<file path="src/rtl/elevator_request_queue_if.sv">
// Car-panel / motion-controller bundle for the elevator request queue.
// master drives requests and car position; slave is the queue itself.
interface elevator_request_queue_if #(
  parameter int unsigned NUM_FLOORS = 7,
  parameter int unsigned FLOOR_W    = 3
);
  logic                  r_nwr;
  logic [FLOOR_W-1:0]    requested_floor;
  logic [FLOOR_W-1:0]    current_floor;
  logic                  arrived;
  logic [NUM_FLOORS-1:0] queue_status;
  logic                  target_valid;
  logic [FLOOR_W-1:0]    target_floor;
  logic [1:0]            direction;
  logic                  req_error;

  modport master (
    output r_nwr, requested_floor, current_floor, arrived,
    input  queue_status, target_valid, target_floor, direction, req_error
  );

  modport slave (
    input  r_nwr, requested_floor, current_floor, arrived,
    output queue_status, target_valid, target_floor, direction, req_error
  );
endinterface

</file>
<file path="src/rtl/elevator_request_queue.sv">
// Pending-floor bitmap plus collective (SCAN) destination scheduler for one car.
// Target and direction are computed from the registered bitmap, one edge behind it.
module elevator_request_queue #(
  parameter int unsigned NUM_FLOORS = 7,
  parameter int unsigned FLOOR_W    = 3
) (
  input  logic                     clk,
  input  logic                     reset,
  elevator_request_queue_if.slave  bus
);

  typedef enum logic [1:0] {
    DIR_IDLE = 2'b00,
    DIR_UP   = 2'b01,
    DIR_DOWN = 2'b10
  } dir_e;

  logic [NUM_FLOORS-1:0] r_pending;
  logic [NUM_FLOORS-1:0] w_pending_nxt;
  logic [NUM_FLOORS-1:0] w_set;
  logic [NUM_FLOORS-1:0] w_clr;
  logic                  r_req_error;
  logic                  w_wr_ok;
  logic                  w_wr_bad;
  logic                  w_cf_ok;

  dir_e                  r_dir;
  dir_e                  w_dir_nxt;
  logic [FLOOR_W-1:0]    r_target;
  logic [FLOOR_W-1:0]    w_target_nxt;
  logic                  r_valid;
  logic                  w_valid_nxt;

  logic                  w_has_at;
  logic                  w_has_above;
  logic                  w_has_below;
  logic [FLOOR_W-1:0]    w_lo_above;
  logic [FLOOR_W-1:0]    w_hi_below;
  logic [FLOOR_W-1:0]    w_dist_up;
  logic [FLOOR_W-1:0]    w_dist_dn;

  assign w_wr_ok  = !bus.r_nwr && (32'(bus.requested_floor) <  NUM_FLOORS);
  assign w_wr_bad = !bus.r_nwr && (32'(bus.requested_floor) >= NUM_FLOORS);
  assign w_cf_ok  = 32'(bus.current_floor) < NUM_FLOORS;

  // Set from the panel, clear from arrival; clear applied last so it wins on the same floor.
  always_comb begin
    w_set = '0;
    w_clr = '0;
    for (int i = 0; i < int'(NUM_FLOORS); i++) begin
      if (w_wr_ok && (bus.requested_floor == FLOOR_W'(i))) w_set[i] = 1'b1;
      if (bus.arrived && (bus.current_floor == FLOOR_W'(i))) w_clr[i] = 1'b1;
    end
    w_pending_nxt = (r_pending | w_set) & ~w_clr;
  end

  // Nearest pending floors strictly above / below the car, and the car's own floor.
  always_comb begin
    w_has_at    = 1'b0;
    w_has_above = 1'b0;
    w_has_below = 1'b0;
    w_lo_above  = '0;
    w_hi_below  = '0;
    for (int i = int'(NUM_FLOORS) - 1; i >= 0; i--) begin
      if (r_pending[i] && (FLOOR_W'(i) > bus.current_floor)) begin
        w_has_above = 1'b1;
        w_lo_above  = FLOOR_W'(i);
      end
    end
    for (int i = 0; i < int'(NUM_FLOORS); i++) begin
      if (r_pending[i] && (FLOOR_W'(i) < bus.current_floor)) begin
        w_has_below = 1'b1;
        w_hi_below  = FLOOR_W'(i);
      end
      if (r_pending[i] && (FLOOR_W'(i) == bus.current_floor)) w_has_at = 1'b1;
    end
    w_dist_up = w_lo_above - bus.current_floor;
    w_dist_dn = bus.current_floor - w_hi_below;
  end

  // Direction FSM next-state and target selection.
  always_comb begin
    w_dir_nxt    = r_dir;
    w_target_nxt = r_target;
    w_valid_nxt  = |r_pending;
    if (w_cf_ok) begin
      case (r_dir)
        DIR_IDLE: begin
          if (w_has_at) begin
            w_target_nxt = bus.current_floor;
            w_dir_nxt    = DIR_IDLE;
          end else if (w_has_above && (!w_has_below || (w_dist_up <= w_dist_dn))) begin
            w_target_nxt = w_lo_above;
            w_dir_nxt    = DIR_UP;
          end else if (w_has_below) begin
            w_target_nxt = w_hi_below;
            w_dir_nxt    = DIR_DOWN;
          end else begin
            w_dir_nxt    = DIR_IDLE;
          end
        end
        DIR_UP: begin
          if (w_has_at) begin
            w_target_nxt = bus.current_floor;
          end else if (w_has_above) begin
            w_target_nxt = w_lo_above;
          end else if (w_has_below) begin
            w_target_nxt = w_hi_below;
            w_dir_nxt    = DIR_DOWN;
          end else begin
            w_dir_nxt    = DIR_IDLE;
          end
        end
        DIR_DOWN: begin
          if (w_has_at) begin
            w_target_nxt = bus.current_floor;
          end else if (w_has_below) begin
            w_target_nxt = w_hi_below;
          end else if (w_has_above) begin
            w_target_nxt = w_lo_above;
            w_dir_nxt    = DIR_UP;
          end else begin
            w_dir_nxt    = DIR_IDLE;
          end
        end
        default: w_dir_nxt = DIR_IDLE;
      endcase
    end
  end

  always_ff @(posedge clk or posedge reset) begin
    if (reset) begin
      r_pending   <= '0;
      r_req_error <= 1'b0;
      r_dir       <= DIR_IDLE;
      r_target    <= '0;
      r_valid     <= 1'b0;
    end else begin
      r_pending   <= w_pending_nxt;
      r_req_error <= w_wr_bad;
      r_dir       <= w_dir_nxt;
      r_target    <= w_target_nxt;
      r_valid     <= w_valid_nxt;
    end
  end

  assign bus.queue_status = r_pending;
  assign bus.target_valid = r_valid;
  assign bus.target_floor = r_target;
  assign bus.direction    = r_dir;
  assign bus.req_error    = r_req_error;

endmodule
</file>
<file path="src/flat_wrapper.sv">
// flat-port wrapper written by rule: the top's interface ports become plain ports
module elevator_request_queue_flat 
#(
  parameter int unsigned NUM_FLOORS = 7,
  parameter int unsigned FLOOR_W    = 3
)
  (clk, reset, bus_r_nwr, bus_requested_floor, bus_current_floor, bus_arrived, bus_queue_status, bus_target_valid, bus_target_floor, bus_direction, bus_req_error);
  elevator_request_queue_if #(.NUM_FLOORS(NUM_FLOORS), .FLOOR_W(FLOOR_W)) bus_i ();
  input  logic clk;
  input  logic reset;
  input wire logic [$bits(bus_i.r_nwr)-1:0] bus_r_nwr;
  input wire logic [$bits(bus_i.requested_floor)-1:0] bus_requested_floor;
  input wire logic [$bits(bus_i.current_floor)-1:0] bus_current_floor;
  input wire logic [$bits(bus_i.arrived)-1:0] bus_arrived;
  output wire logic [$bits(bus_i.queue_status)-1:0] bus_queue_status;
  output wire logic [$bits(bus_i.target_valid)-1:0] bus_target_valid;
  output wire logic [$bits(bus_i.target_floor)-1:0] bus_target_floor;
  output wire logic [$bits(bus_i.direction)-1:0] bus_direction;
  output wire logic [$bits(bus_i.req_error)-1:0] bus_req_error;
  assign bus_i.r_nwr = bus_r_nwr;
  assign bus_i.requested_floor = bus_requested_floor;
  assign bus_i.current_floor = bus_current_floor;
  assign bus_i.arrived = bus_arrived;
  assign bus_queue_status = bus_i.queue_status;
  assign bus_target_valid = bus_i.target_valid;
  assign bus_target_floor = bus_i.target_floor;
  assign bus_direction = bus_i.direction;
  assign bus_req_error = bus_i.req_error;
  elevator_request_queue #(.NUM_FLOORS(NUM_FLOORS), .FLOOR_W(FLOOR_W)) u_core (.clk(clk), .reset(reset), .bus(bus_i));
endmodule
</file>
<file path="config.mk">
export PLATFORM = sky130hd
export DESIGN_NAME = elevator_request_queue_flat
export DESIGN_NICKNAME = d
export VERILOG_FILES = /design/src/rtl/elevator_request_queue_if.sv /design/src/rtl/elevator_request_queue.sv /design/src/flat_wrapper.sv
export SDC_FILE = /design/constraint.sdc
export NUM_CORES = 1
export LEC_CHECK = 0
export ABC_AREA = 1
export BUFFER_PORTS_ARGS = -buffer_cell sky130_fd_sc_hd__buf_2
export CORE_UTILIZATION = 39
export CTS_CLUSTER_DIAMETER = 200
export DETAILED_ROUTE_END_ITERATION = 8
export GPL_ROUTABILITY_DRIVEN = 0
export PLACE_DENSITY_LB_ADDON = 0.12
export SLEW_MARGIN = 0
export SYNTH_ARGS = -nofsm -noshare
export SYNTH_HDL_FRONTEND = slang
export SYNTH_SLANG_ARGS = --single-unit
</file>
<file path="constraint.sdc">
create_clock -name clk -period 3.9 [get_ports clk]
set_input_delay 0 -clock clk [delete_from_list [all_inputs] [get_ports clk]]
set_output_delay 0 -clock clk [all_outputs]
set_load 0.01 [all_outputs]
</file>
* Yosys cells after proc, flatten, opt, wreduce, memory -nomap -nowiden
Index checks and enable logic that the tools add are counted.
Storage, ports and cells: input port bits 10, register bits after elaboration 14, output and inout bits 14, logic and storage cells 167
Operators by class: bitwise logic cells 3, $add $sub $neg 2, multiplexer cells 66, order comparisons 18, equal/unequal tests 25, reduce and logical (&&, ||, !) cells 48
Operator list (count):
- 3-bit two-way mux | 18
- 1-bit logical AND | 38
- 1-bit two-way mux | 37
- 3-bit == test (second input constant) | 6
- 2-bit two-way mux | 9
- 3-bit by 2-bit == test with 1-bit output (second input constant) | 4
- 3-bit == test (first input constant) | 3
- 3-bit greater-than comparator (first input constant) | 3
- 3-bit < comparator (first input constant) | 3
- 3-bit case mux with 3 select lines | 1
- 2-bit inequality test (second input constant) | 4
- 7-bit bitwise AND | 1
- 7-bit inverter | 1
- 7-bit bitwise OR | 1
- 7-bit OR reduction | 1
- 2-bit by 3-bit == test with 1-bit output (first input constant) | 2
- 3-bit by 1-bit == test with 1-bit output (second input constant) | 2
- 1-bit by 3-bit greater-than comparator with 1-bit output (first input constant) | 2
- 2-bit by 3-bit greater-than comparator with 1-bit output (first input constant) | 2
- 3-bit logical NOT | 2
- 1-bit by 3-bit < comparator with 1-bit output (first input constant) | 2
- 2-bit by 3-bit < comparator with 1-bit output (first input constant) | 2
- 3-bit < comparator (second input constant) | 2
- 2-bit case mux with 3 select lines | 1
- 13 further kinds | 15

* Depth between registers and ports, before layout
word-level depth 16, depth in mapped cells 28, mapped depth without buffers 27

* Worst setup path before layout
Ideal clock, no wire load.
path kind reg-to-reg, from register u_core.r_pending[1], in the netlist u_core.bus.queue_status[1], to register u_core.r_target[2], in the netlist u_core.bus.target_floor[2], slack 1.074 ns, stages on the path, launching flop included 27, buffers on the path 0, period minus slack after synthesis 2.826 ns, data required time 3.835 ns, arrival time 2.761 ns, setup time 0.065 ns, path through dfrtp_1 > inv_1 > nor2_1 > nand2_1 > nand2_1 > nand2_1 > nand2_1 > nand2_1 > inv_1 > ha_1 > inv_1 > fa_1 > xor2_1 > inv_1 > ha_1 > nand2_1 > inv_1 > nand2_1 > a22oi_1 > nand2_1 > nand2_1 > nand2_1 > nand2_1 > nand2_1 > nand2_1 > nand3_1 > nand2_1
On the way: longest elaborated chain between the ends 14, elaborated cells between the ends (all ways) 42
Ends and longest elaborated chain:
- start, declared | RTL line elevator_request_queue.sv:18 | logic [NUM_FLOORS-1:0] r_pending;
- start signal, assigned | RTL line elevator_request_queue.sv:139 | r_pending <= w_pending_nxt;
- 1-bit logical AND | RTL line elevator_request_queue.sv:71 | if (r_pending[i] && (FLOOR_W'(i) < bus.current_floor)) begin
- 1-bit two-way mux | RTL line elevator_request_queue.sv:71
- 2-bit two-way mux (2 in a row) | RTL line elevator_request_queue.sv:71
- 3-bit two-way mux (3 in a row) | RTL line elevator_request_queue.sv:71
- 3-bit subtractor | RTL line elevator_request_queue.sv:78 | w_dist_dn = bus.current_floor - w_hi_below;
- 3-bit less-or-equal comparator | RTL line elevator_request_queue.sv:92 | end else if (w_has_above && (!w_has_below || (w_dist_up <= w_dist_dn))) begin
- 1-bit logical OR | RTL line elevator_request_queue.sv:92
- 1-bit logical AND | RTL line elevator_request_queue.sv:92
- 3-bit two-way mux | RTL line elevator_request_queue.sv:92
- 3-bit two-way mux | RTL line elevator_request_queue.sv:89 | if (w_has_at) begin
- 3-bit case mux with 3 select lines | RTL line elevator_request_queue.sv:87 | case (r_dir)
- end signal, assigned | RTL line elevator_request_queue.sv:142 | r_target <= w_target_nxt;
- end, declared | RTL line elevator_request_queue.sv:29 | logic [FLOOR_W-1:0] r_target;
Several ways; a longest one is shown, not always the timed one. The select of a mux whose other input is x is not followed. A chain may end at the register's enable or synchronous reset.

* Final worst setup path
Ends and elaborated chain as after synthesis.

==> impl_metrics.csv <==
group,metric,value,unit
grt,grt_pass1_wl,7.182,mm
floorplan,core.rowCount,23,
job,maxCapViolations,0,
place,dpl_worst_slack,737.0,ps
worst_setup_path,cp_top_family,"simple AND/OR/NAND/NOR gates",
detailed_routing,vias,1631,
pwr,power_density,525.5,nW/um^2
cts,h-tree-depth,1,
grt,first_global_vias,1607,
outcome,status,"completed",
pwr,power.static_leakage,1.008,nW
grt,overflow,0,
synth,syn-cell-area,1624,sq um
place,place_hpwl,3.333,mm
floorplan,fp.dieArea,4426,sq um
cts,numCtsBuffers,3,
detailed_routing,drtIter0Drc,79,
detailed_routing,drc,0,
floorplan,io_pins,24,
worst_setup_path,rr_startpoint,"u_core.bus.queue_status[1]",
floorplan,fp.dieH,66.53,microns
synth,yosysTopAreaCell,"dfrtp_1",
timing,fin_crit_sh,81.75,%
worst_setup_path,slowest_delay,410,ps
layout,antenna_cells,0,
timing,final_max_slew_viol_count,0,
detailed_routing,routed_wl,4.160,mm
layout,syn_to_final_growth,13.25,%
layout,postLayoutCellArea,1839,sq um
detailed_routing,ant_nets,0,
worst_setup_path,slowest_stage,"dfrtp_1",
pwr,p_int,484.5,uW
worst_setup_path,cp-start-kind,"register",
synth,yosysSeqAreaShare,21.57,%
layout,register_area,350.3,sq um
timing,max_freq,0.3136,GHz
timing,worst_pin_slew,595.0,ps
cts,clk_pin_slew,60,ps
place,io_buffer_count,23,
layout,utilization,45.98,%
timing,finalSetupTns,0,ps
detailed_routing,dr_wl_met2,1.869,mm
place,place_area,1768,sq um
timing,setup_viol,0,
floorplan,start_util,40.60,%
timing,fin_crit,3188,ps
detailed_routing,firstDrtPassIters,4,
layout,drive_gt1_share,21.45,%
synth,synth.avg_cell_area,6.522,sq um
worst_setup_path,crit_fanout,5,
synth,ys_warn_count,0,
detailed_routing,detail_route.vias_per_cell,5.018,
worst_hold_path,min_path_type,"input port to register",
pwr,pwr-share-seq,24.0,%
synth,syn_nets,270,
pwr,pwr-share-clk,12.4,%
detailed_routing,wl_per_cell,12.80,microns
layout,fill_cells,440,
floorplan,core,4000,sq um
timing,hold_slack,42.69,ps
synth,ys_seq_elements,14,
detailed_routing,wl_met1,2.058,mm
synth,synth_cell_types,34,
cts,cts_resized,0,
timing,finalClockSkew,0.5053,ps
layout,multiInputGateArea,1071,sq um
cts,cts_tree,"yes",
timing,slew_headroom,60.29,%
synth,syn-instance-count,249,
pwr,switching_share,49.88,%
synth,async_reset_ff_share,100.0,%
worst_setup_path,worstPathArrival,3380,ps
worst_setup_path,critPathLaunch,"u_core.bus.queue_status[1]",
worst_setup_path,path_class,"register to register",
synth,synthFlopType,"dfrtp_1",
floorplan,die_width,66.53,microns
synth,synth_top_area_share,21.57,%
pwr,switchingPower,482.1,uW
worst_setup_path,crit_buf_inv,5,
pwr,vdd_drop_max,0.3102,mV
detailed_routing,top_layer_used,"met4",
pwr,power_frac_comb,63.5,%
cts,cts_sinks,14,
worst_hold_path,min_from,"bus_requested_floor[1]",
grt,grt_util_all_layers,21.54,%
timing,fin_ws,711.6,ps
worst_setup_path,worstPathRequired,4090,ps
synth,synth_area_leaders,"dfrtp_1 (22%), nand2_1 (16%), inv_1 (8.1%)",
timing,timing_hold_violations_final,0,
grt,grt_max_degree,15,
detailed_routing,wl_met3,184,microns
layout,layout_common_cells,"nand2_1 (70), inv_1 (35), buf_2 (23)",
cts,clk_path_buf_depth,2,
grt,antenna_found_initial,0,
synth,synth-edff-count,0,
cts,clk_latency,250,ps
layout,final_common_cell,"nand2_1",
worst_setup_path,crit_top_cell,"nand2_1",
layout,nNetsFinal,298,
place,dp_cells,319,
layout,fin_cells,325,
timing,rsz0062_at_grt,"no",
pwr,power,966.5,uW
cts,cts_root_buf,"clkbuf_8",
worst_setup_path,cp-end-kind,"register",
==> final timing paths <==
check / end / slack (ps) / cells past startpoint
worst max-delay path: u_core.bus.target_floor[2] / 710 / 26
worst min-delay path: u_core.bus.req_error / 40 / 3
worst max register to register: u_core.bus.target_floor[2] / 710 / 26
worst min register to register: u_core.bus.target_floor[0] / 500 / 2
max in group asynchronous: u_core.bus.req_error / 3160 / 3
min in group asynchronous: u_core.bus.direction[1] / 360 / 3
==> what timing repair did <==
item | CTS | global route
setup buffers | 0 | 0
hold buffers | 3 | 0
hold endpoints to repair | 16 | 0
==> state kept, by name, indices dropped and copies added, names as in the netlist <==
| signal | flops |
|---|---|
| u_core.bus.req_error | 1 |
| u_core.bus.target_floor | 3 |
| u_core.bus.target_valid | 1 |
| u_core.bus.queue_status | 7 |
| u_core.bus.direction | 2 |
==> synth_stat cells (2+ instances only) <==
cell type and count:
a22oi_1 3, buf_6 3, nor2_2 7, nor2_1 20, nand4_1 7, o21ai_1 2, o21ai_0 3, inv_1 35
xor2_1 4, nor2_4 3, nand3_1 20, nand2_4 3, nor3_1 3, dfrtp_1 14, ha_1 10, nand2_1 70
nand3b_1 2, nand3_2 3, nand2_2 8, inv_2 5, a21oi_1 7, nor4_1 5
==> cell type report <==
class	count	share of cell area (%)
Timing Repair Buffer	26	7.891
Sequential cell	14	19.05
Inverter	43	9.184
Clock buffer	3	2.245
Tap cell	50	3.401
Multi-Input combinational cell	189	58.23
==> worst reg2reg max path, stage by stage (launching register included) <==
cell     delay [ps]
dfrtp_1         410
inv_1            90
nor2_1          180
nand2_1          70
nand2_1          50
nand2_1          50
nand2_1          50
nand2_1          80
inv_1            60
ha_1            120
inv_1            40
fa_1            360
xor2_1          150
inv_1            60
ha_1            280
nand2_1          50
inv_1            60
nand2_1          50
a22oi_1         260
nand2_1         160
nand2_1         140
nand2_1          60
nand2_1          50
nand2_1          50
nand2_1          60
nand3_1          80
nand2_1          60
==> layer usage <==
metal / track usage, % / up-vias
met4: 6.649 / 0
met1: 29.42 / 739
met2: 35.59 / 42
met5: 0 / -
li1: - / 845
met3: 2.055 / 5
==> power groups by stage <==
| stage | Combinational (mW) | Sequential [mW] | Clock (mW) |
|---|---|---|---|
| 2_1_floorplan | 0.447 | 0.241 | 0 |
| 3_3_place_gp | 0.615 | 0.233 | 0 |
| 3_5_place_dp | 0.609 | 0.234 | 0 |
| 4_1_cts | 0.614 | 0.231 | 0.123 |
| 5_1_grt | 0.707 | 0.238 | 0.126 |
| 6_report | 0.614 | 0.232 | 0.120 |
==> cell families (layout without fill, tap and decap cells) <==
kind of cell | count (synthesis) | after routing | share of synthesized area (%)
flip-flops | 14 | 14 | 21.57
XOR/XNOR | 4 | 4 | 2.157
AND/OR/NAND/NOR | 153 | 153 | 46.84
AO/OA/AOI/OAI | 21 | 21 | 8.013
buffers and inverters | 46 | 72 | 12.48
adder cells (fa/ha/maj) | 11 | 11 | 8.937
No activity file was read; power rests on OpenSTA's default activity.
